$ cat config.mk
export PLATFORM = sky130hd
export DESIGN_NAME = fp_stream_wrap
export DESIGN_NICKNAME = d
export VERILOG_FILES = /design/src/rtl/fp_stream_pkg.sv /design/src/rtl/fp_stream_fifo.sv /design/src/rtl/fp_stream_wrap.sv
export SDC_FILE = /design/constraint.sdc
export NUM_CORES = 1
export LEC_CHECK = 0
export ABC_CLOCK_PERIOD_IN_PS = 5130
export CAP_MARGIN = 20
export CORE_MARGIN = 8
export CORE_UTILIZATION = 65
export DETAILED_ROUTE_END_ITERATION = 6
export PLACE_DENSITY_LB_ADDON = 0.2
export SLEW_MARGIN = 10
export SYNTH_ARGS = -nofsm -noshare
export SYNTH_HDL_FRONTEND = slang
export SYNTH_HIERARCHICAL = 1
export SYNTH_SLANG_ARGS = --single-unit
$ cat constraint.sdc
create_clock -name clk -period 5.13 [get_ports clk]
set_clock_uncertainty 0.1 [all_clocks]
set_input_delay 1.539 -clock clk [delete_from_list [all_inputs] [get_ports clk]]
set_output_delay 1.539 -clock clk [all_outputs]
set_load 0.01 [all_outputs]
$ cat src/rtl/fp_stream_pkg.sv
// Shared helpers and constants for the fixed-latency FP core streaming wrapper.
package fp_stream_pkg;

  localparam logic CORE_CLK_EN = 1'b1;

  function automatic int lanes_w(input int lanes, input int data_w);
    return lanes * data_w;
  endfunction

endpackage

$ cat src/rtl/fp_stream_fifo.sv
// Synchronous show-ahead FIFO; head entry is visible on rd_data whenever !empty.
module fp_stream_fifo #(
  parameter int WIDTH = 8,
  parameter int DEPTH = 16
) (
  input  logic             clk,
  input  logic             rst,
  input  logic             wr_en,
  input  logic [WIDTH-1:0] wr_data,
  input  logic             rd_en,
  output logic [WIDTH-1:0] rd_data,
  output logic             empty,
  output logic             full
);

  localparam int AW = $clog2(DEPTH);

  logic [WIDTH-1:0] mem_q [DEPTH];
  // Extra pointer MSB separates the full and empty cases when the indices match.
  logic [AW:0]      wr_ptr_q;
  logic [AW:0]      rd_ptr_q;
  logic             do_wr;
  logic             do_rd;

  assign empty   = (wr_ptr_q == rd_ptr_q);
  assign full    = (wr_ptr_q[AW] != rd_ptr_q[AW]) &&
                   (wr_ptr_q[AW-1:0] == rd_ptr_q[AW-1:0]);
  assign do_wr   = wr_en && !full;
  assign do_rd   = rd_en && !empty;
  assign rd_data = mem_q[rd_ptr_q[AW-1:0]];

  always_ff @(posedge clk) begin
    if (rst) begin
      wr_ptr_q <= '0;
      rd_ptr_q <= '0;
    end else begin
      if (do_wr) wr_ptr_q <= wr_ptr_q + (AW+1)'(1);
      if (do_rd) rd_ptr_q <= rd_ptr_q + (AW+1)'(1);
    end
  end

  always_ff @(posedge clk) begin
    if (do_wr) mem_q[wr_ptr_q[AW-1:0]] <= wr_data;
  end

endmodule

$ cat src/rtl/fp_stream_wrap.sv
// Credit-based valid/ready wrapper around a free-running fixed-latency FP core;
// results land in an output FIFO whose space was reserved when the beat was accepted.
module fp_stream_wrap
  import fp_stream_pkg::*;
#(
  parameter int LATENCY    = 17,
  parameter int DATA_W     = 32,
  parameter int LANES      = 1,
  parameter int USER_W     = 2,
  parameter int FIFO_DEPTH = 32
) (
  input  logic                                    clk,
  input  logic                                    rst,
  input  logic                                    snk_valid,
  output logic                                    snk_ready,
  input  logic [lanes_w(LANES, DATA_W)-1:0]       snk_data,
  input  logic [USER_W-1:0]                       snk_user,
  output logic                                    core_clk_en,
  output logic [lanes_w(LANES, DATA_W)-1:0]       core_data_in,
  input  logic [lanes_w(LANES, DATA_W)-1:0]       core_data_out,
  output logic                                    src_valid,
  input  logic                                    src_ready,
  output logic [lanes_w(LANES, DATA_W)-1:0]       src_data,
  output logic [USER_W-1:0]                       src_user,
  output logic [$clog2(FIFO_DEPTH+1)-1:0]         used
);

  localparam int LW = lanes_w(LANES, DATA_W);
  localparam int CW = $clog2(FIFO_DEPTH + 1);

  typedef struct packed {
    logic [LW-1:0]     data;
    logic [USER_W-1:0] user;
  } entry_t;

  logic [CW-1:0]      used_q;
  logic [CW-1:0]      used_d;
  logic [LATENCY-1:0] vld_q;
  logic [USER_W-1:0]  usr_q [LATENCY];
  logic               accept;
  logic               pop;
  logic               fifo_empty;
  logic               fifo_full;
  entry_t             wr_entry;
  entry_t             rd_entry;

  assign core_clk_en  = CORE_CLK_EN;
  assign core_data_in = snk_data;

  assign snk_ready = (used_q < CW'(FIFO_DEPTH));
  assign accept    = snk_valid && snk_ready;
  assign src_valid = !fifo_empty;
  assign pop       = src_valid && src_ready;
  assign used      = used_q;
  assign src_data  = rd_entry.data;
  assign src_user  = rd_entry.user;

  always_comb begin
    used_d = used_q;
    if (accept && !pop)      used_d = used_q + CW'(1);
    else if (pop && !accept) used_d = used_q - CW'(1);
  end

  // Clearing the valid line is what makes stale core results harmless after reset.
  always_ff @(posedge clk) begin
    if (rst) begin
      used_q <= '0;
      vld_q  <= '0;
    end else begin
      used_q   <= used_d;
      vld_q[0] <= accept;
      for (int i = 1; i < LATENCY; i++) vld_q[i] <= vld_q[i-1];
    end
  end

  always_ff @(posedge clk) begin
    usr_q[0] <= snk_user;
    for (int i = 1; i < LATENCY; i++) usr_q[i] <= usr_q[i-1];
  end

  assign wr_entry = '{data: core_data_out, user: usr_q[LATENCY-1]};

  fp_stream_fifo #(
    .WIDTH ($bits(entry_t)),
    .DEPTH (FIFO_DEPTH)
  ) u_fifo (
    .clk     (clk),
    .rst     (rst),
    .wr_en   (vld_q[LATENCY-1] && !fifo_full),
    .wr_data (wr_entry),
    .rd_en   (pop),
    .rd_data (rd_entry),
    .empty   (fifo_empty),
    .full    (fifo_full)
  );

endmodule

## Word-level counts from Yosys, hierarchy flattened

Memory sizes are Yosys's and may differ from the RTL's. A register that Yosys moved wholly into a read port is not among the register bits.
Index checks and enable logic that the tools add are counted.

- Multiplexer cells: 6
- Equal/unequal tests: 3
- $lt $le $gt $ge: 1
- Reduce and logical (&&, ||, !) cells: 13
- Add/subtract/negate cells: 4

Operator list:

| kind | number |
|---|---|
| adder 6 x 1 -> 6 bit, second input constant | 3 |
| 2-to-1 mux 6 bit | 2 |
| 2-to-1 mux 5 bit | 2 |
| logical AND 1 bit | 8 |
| equality test 6 bit | 1 |
| < comparator 6 bit, second input constant | 1 |
| subtractor 6 x 1 -> 6 bit, second input constant | 1 |
| equality test 5 bit | 1 |
| zero test 1 bit | 4 |
| 2-to-1 mux 1 bit | 2 |
| nonzero test 2 bit | 1 |
| != test 1 bit | 1 |

- Output and inout bits: 75
- Memories kept: 2
- Bits in writable memories: 1122
- Bits in registers: 35
- Bits of input ports: 70

Memory list:

| name | depth | width | rd ports | clocked after Yosys merged registers in | wr ports | RTL line | RTL |
|---|---|---|---|---|---|---|---|
| u_fifo.mem_q | 32 | 34 | 1 | 1 | 1 | fp_stream_fifo.sv:18 | `logic [WIDTH-1:0] mem_q [DEPTH];` |
| usr_q | 17 | 2 | 17 | 0 | 17 | fp_stream_wrap.sv:39 | `logic [USER_W-1:0] usr_q [LATENCY];` |

## Longest topological paths before layout

Gate-level depths: netlist of the first run.

- Word-level depth: 7
- Gate-level depth with buffers: 13

## Hierarchy

Netlist of the first run, hierarchy kept.

By module, submodules not included:

| module | seq. area each (sq um) | instances | cells each | area an instance (sq um) |
|---|---|---|---|---|
| fp_stream_fifo | 33011.7 | 1 | 2448 | 43022.5 |
| fp_stream_wrap | 1141.1 | 1 | 159 | 1836.8 |

## Worst setup path after synthesis of the first run

No wires, ideal clock.

- Path type: flip-flop to flip-flop
- Start point: register u_fifo.wr_ptr_q[0]
- End point: memory u_fifo/mem_q[29][0] in the netlist's numbering, enable pin
- Buffers on the path: 0
- Path slack: 1706 ps
- Required time: 4605 ps
- Library setup time: 425 ps
- Data arrival time: 2898 ps
- Cell stages (with the launch flop): 8
- Cell sequence: dfxtp_1 -> xnor2_1 -> nand3_1 -> nor2_1 -> nor2b_1 -> o21a_4 -> nand2_1 -> nor2_1

- Longest elaborated chain between the ends: 7

RTL lines:

| element | RTL line | RTL |
|---|---|---|
| start, declared | fp_stream_fifo.sv:20 | `logic [AW:0] wr_ptr_q;` |
| start signal, assigned | fp_stream_fifo.sv:37 | `if (do_wr) wr_ptr_q <= wr_ptr_q + (AW+1)'(1);` |
| equality test 5 bit * | fp_stream_fifo.sv:27 | `(wr_ptr_q[AW-1:0] == rd_ptr_q[AW-1:0]);` |
| logical AND 1 bit * | fp_stream_fifo.sv:26 | `assign full = (wr_ptr_q[AW] != rd_ptr_q[AW]) &&` |
| named net fifo_full | fp_stream_wrap.sv:43 | `logic fifo_full;` |
| zero test 1 bit * | fp_stream_fifo.sv:28, fp_stream_wrap.sv:89 |  |
| logical AND 1 bit | fp_stream_wrap.sv:89 | `.wr_en (vld_q[LATENCY-1] && !fifo_full),` |
| logical AND 1 bit * | fp_stream_fifo.sv:28 | `assign do_wr = wr_en && !full;` |
| 2-to-1 mux 1 bit * | fp_stream_fifo.sv:43 | `if (do_wr) mem_q[wr_ptr_q[AW-1:0]] <= wr_data;` |
| 2-to-1 mux 1 bit (not written as such) * | fp_stream_fifo.sv:43 |  |
| end, declared | fp_stream_fifo.sv:18 |  |

The timed path passes the listed nets; every way through them passes the cells marked *.

==> impl_metrics.json, run 1 <==
{
  "drt_iter0_markers": 2926,
  "first_global_vias": 24180,
  "gp_congestion": 0.7987,
  "status": "completed",
  "coreArea_mm2": 0.06847,
  "root_buffer": "clkbuf_16",
  "r2r_slack_ns": 1.37,
  "dp.final_hpwl_mm": 56.29,
  "min_from": "usr_q[0][6]",
  "cts_resized": 0,
  "criticalPathCategory": "reg2out",
  "crit_required_ns": 3.49,
  "grt_setup_unrepaired": "false",
  "synthMuxAreaShare_pct": 12.26,
  "synth_edf_count": 1088,
  "worst_skew_pair.late_latency_ns": 0.68,
  "die_h_um": 278.7,
  "wl_met2_mm": 50.72,
  "drive_gt1_share_pct": 11.36,
  "vdd_drop_max_mv": 0.2938,
  "layout_setup_ws_ns": 0.1544,
  "crit_fanout": 40,
  "tightestPinTransition_ns": 1.165,
  "setup.worst_path.end_class": "primary output",
  "antenna_found_initial": 1,
  "netlist_area_mm2": 0.04486,
  "cts_max_level": 3,
  "max_slew_margin_pct": 22.17,
  "fin_crit_sh_pct": 96.99,
  "via_per_inst": 6.584,
  "grt_max_degree": 74,
  "vias": 24320,
  "rows": 96,
  "yosys_most_used_dff": "edfxtp_1",
  "cts_buffers": 111,
  "synthAdderAreaFrac_pct": 0.3235,
  "min_path_cells": 0,
  "final_util_pct": 74.41,
  "io_buffers": 79,
  "nFillCells": 3896,
  "start_util_pct": 65.52,
  "worst_r2r_path_depth": 8,
  "slew_violations": 0,
  "met3_length_mm": 10.29,
  "cts_sinks": 1162,
  "met1_length_mm": 42.61,
  "max_freq_mhz": 201.0,
  "routed_wirelength_mm": 106.7,
  "cap_violations": 0,
  "area_growth_pct": 13.57,
  "wl_per_cell_um": 28.88,
  "hold_path.class": "reg2reg",
  "setup-violations-final": 0,
  "synthCells": 2607,
  "hold_buffers": 0,
  "async_reset_ff_share_pct": 0,
  "leakagePower_nw": 15.51,
  "rr_startpoint": "u_fifo/wr_ptr_q[2]",
  "synth-seq-cells": 1162,
  "overflow": 0,
  "final-hold-violation-count": 0,
  "firstDrtPassIters": 5,
  "drc": 0,
  "num_io_pins": 145,
  "clockBufferDepth": 3,
  "ys_types": 55,
  "grt_pass1_wl_mm": 156.3,
  "setup_tns_ns": 0,
  "crit_path_start_kind": "register",
  "grt_util_all_layers_pct": 27.06,
  "ant_nets": 0,
  "die-width_um": 278.7,
  "path_clk_slew_ns": 0.06,
  "routed.top_layer": "met4",
  "yosysWarnings": 6,
  "synth_xor_area_share_pct": 0.3096,
  "pre_cts_ws_ns": 0.8438,
  "synth_nets": 2688,
  "worstPathArrival_ns": 3.34,
  "finalNetCount": 2791,
  "powerDensity_mw_per_mm2": 374.5,
  "cts_tree": "built",
  "postCtsSetupBuffers": 0,
  "synth-compound-area-share_pct": 5.023,
  "yosysSeqAreaShare_pct": 76.13,
  "synthSimpleGateAreaFrac_pct": 3.701,
  "finalHoldWorstSlack_ns": 0.2207,
  "synth_top_family_by_area": "multiplexers",
  "dieArea_mm2": 0.07768,
  "syn_avg_cell_area_um2": 17.21,
  "period_needed_ns": 4.976
}
[power breakdown]
part,internal (mW),switching (mW),total [mW],leakage [nW]
Combinational,0.115,0.197,0.312,3.25
Sequential,10.4,0.0303,10.4,10.4
Clock,4.94,3.41,8.35,1.88
Total,15.4,3.64,19.1,15.5
[final cells by class]
type	count	area (um2)	share of cell area (%)
well taps	882	1104	2.166
inverters	8	30.03	0.05894
flip-flops and latches	1162	34160	67.05
clock inverters	54	629.4	1.235
clock buffers	158	3189	6.260
diodes	3	7.507	0.01474
multi-input cells	1261	9962	19.55
repair buffers	166	1867	3.664
[placed cells by master, fill, tap and decap left out, types with 19 or more instances in the layout]
master / instances
clkbuf_8: 21
clkdlybuf4s50_1: 78
buf_4: 52
a21oi_1: 108
buf_12: 33
nor3_1: 36
nand2_1: 114
clkbuf_16: 112
clkbuf_1: 22
nor2_4: 32
edfxtp_1: 1088
a31oi_1: 34
nor2b_1: 21
nand3_1: 104
dfxtp_1: 73
a22oi_1: 102
mux2i_1: 547
nor2_1: 24
clkinv_2: 19
a22o_1: 68
[sequential cells by signal, summed over array words and instances (netlist names), named ones only]
signal,count
u_fifo/mem_q,1088
u_fifo/rd_ptr_q,6
usr_q,34
vld_q,17
u_fifo/wr_ptr_q,6
used,6
[layer usage]
layer | vias to the layer above | track usage (%)
met2 | 1388 | 43.08
met5 | - | 0
met4 | 0 | 8.663
li1 | 10390 | -
met3 | 200 | 4.675
met1 | 12340 | 38.49
[synth_stat cells, types with 10 or more instances]
cell type     n  area, um2
edfxtp_1   1088      32670
mux2i_1     547       5475
nand2_1     115      431.7
a21oi_1     108      540.5
nand3_1     104      520.5
a22oi_1     102      765.7
dfxtp_1      74       1481
a22o_1       68      595.6
buf_4        66      495.5
nor2_1       55      206.5
clkbuf_1     49      183.9
buf_2        41      205.2
nor3_1       36      180.2
a31oi_1      34      212.7
nor2b_1      23      143.9
buf_1        18      67.56
ha_1         10      125.1
xnor2_1      10      87.58
[cells by family after synthesis]
kind of cell	Yosys count
compound gates	327
other cells	1
simple gates	358
mux	549
xor+xnor	15
buf+inv	184
fa+ha+maj	11
flops	1162
[stage by stage]
step           power [mW]  instances  cell area [um2]
2_1_floorplan       10.75       2607            44860
4_1_cts             19.16       3689            50910
6_report            19.08       3694            50950
3_5_place_dp        10.93       3477            47090
5_1_grt             19.55       3691            50940
3_3_place_gp        10.90       3476            47070
[worst max-delay path: stages, from the launching register on]
cell             delay, ns
dfxtp_4               0.57
buf_12                0.32
buf_12                0.32
mux2i_1               0.13
a22o_1                0.25
nor3_1                0.20
a31oi_1               0.07
nand3_1               0.17
clkdlybuf4s50_1       0.58
[worst paths after layout]
| path | to |
|---|---|
| worst min-delay path | usr_q[0][8] |
| worst max register to register | u_fifo/mem_q[25][19] |
| worst min register to register | usr_q[0][8] |
| worst max-delay path | src_user[0] |
Power figures use the tool's default switching activity.
==> run 2, diff against run 1 <==
--- a/config.mk
+++ b/config.mk
@@ -10,6 +10,7 @@
 export CORE_MARGIN = 8
 export CORE_UTILIZATION = 65
 export DETAILED_ROUTE_END_ITERATION = 6
+export GPL_ROUTABILITY_DRIVEN = 0
 export PLACE_DENSITY_LB_ADDON = 0.2
 export SLEW_MARGIN = 10
 export SYNTH_ARGS = -nofsm -noshare
==> results of run 2 <==
No change in the layout: final DEF, timing and power equal those of run 1.
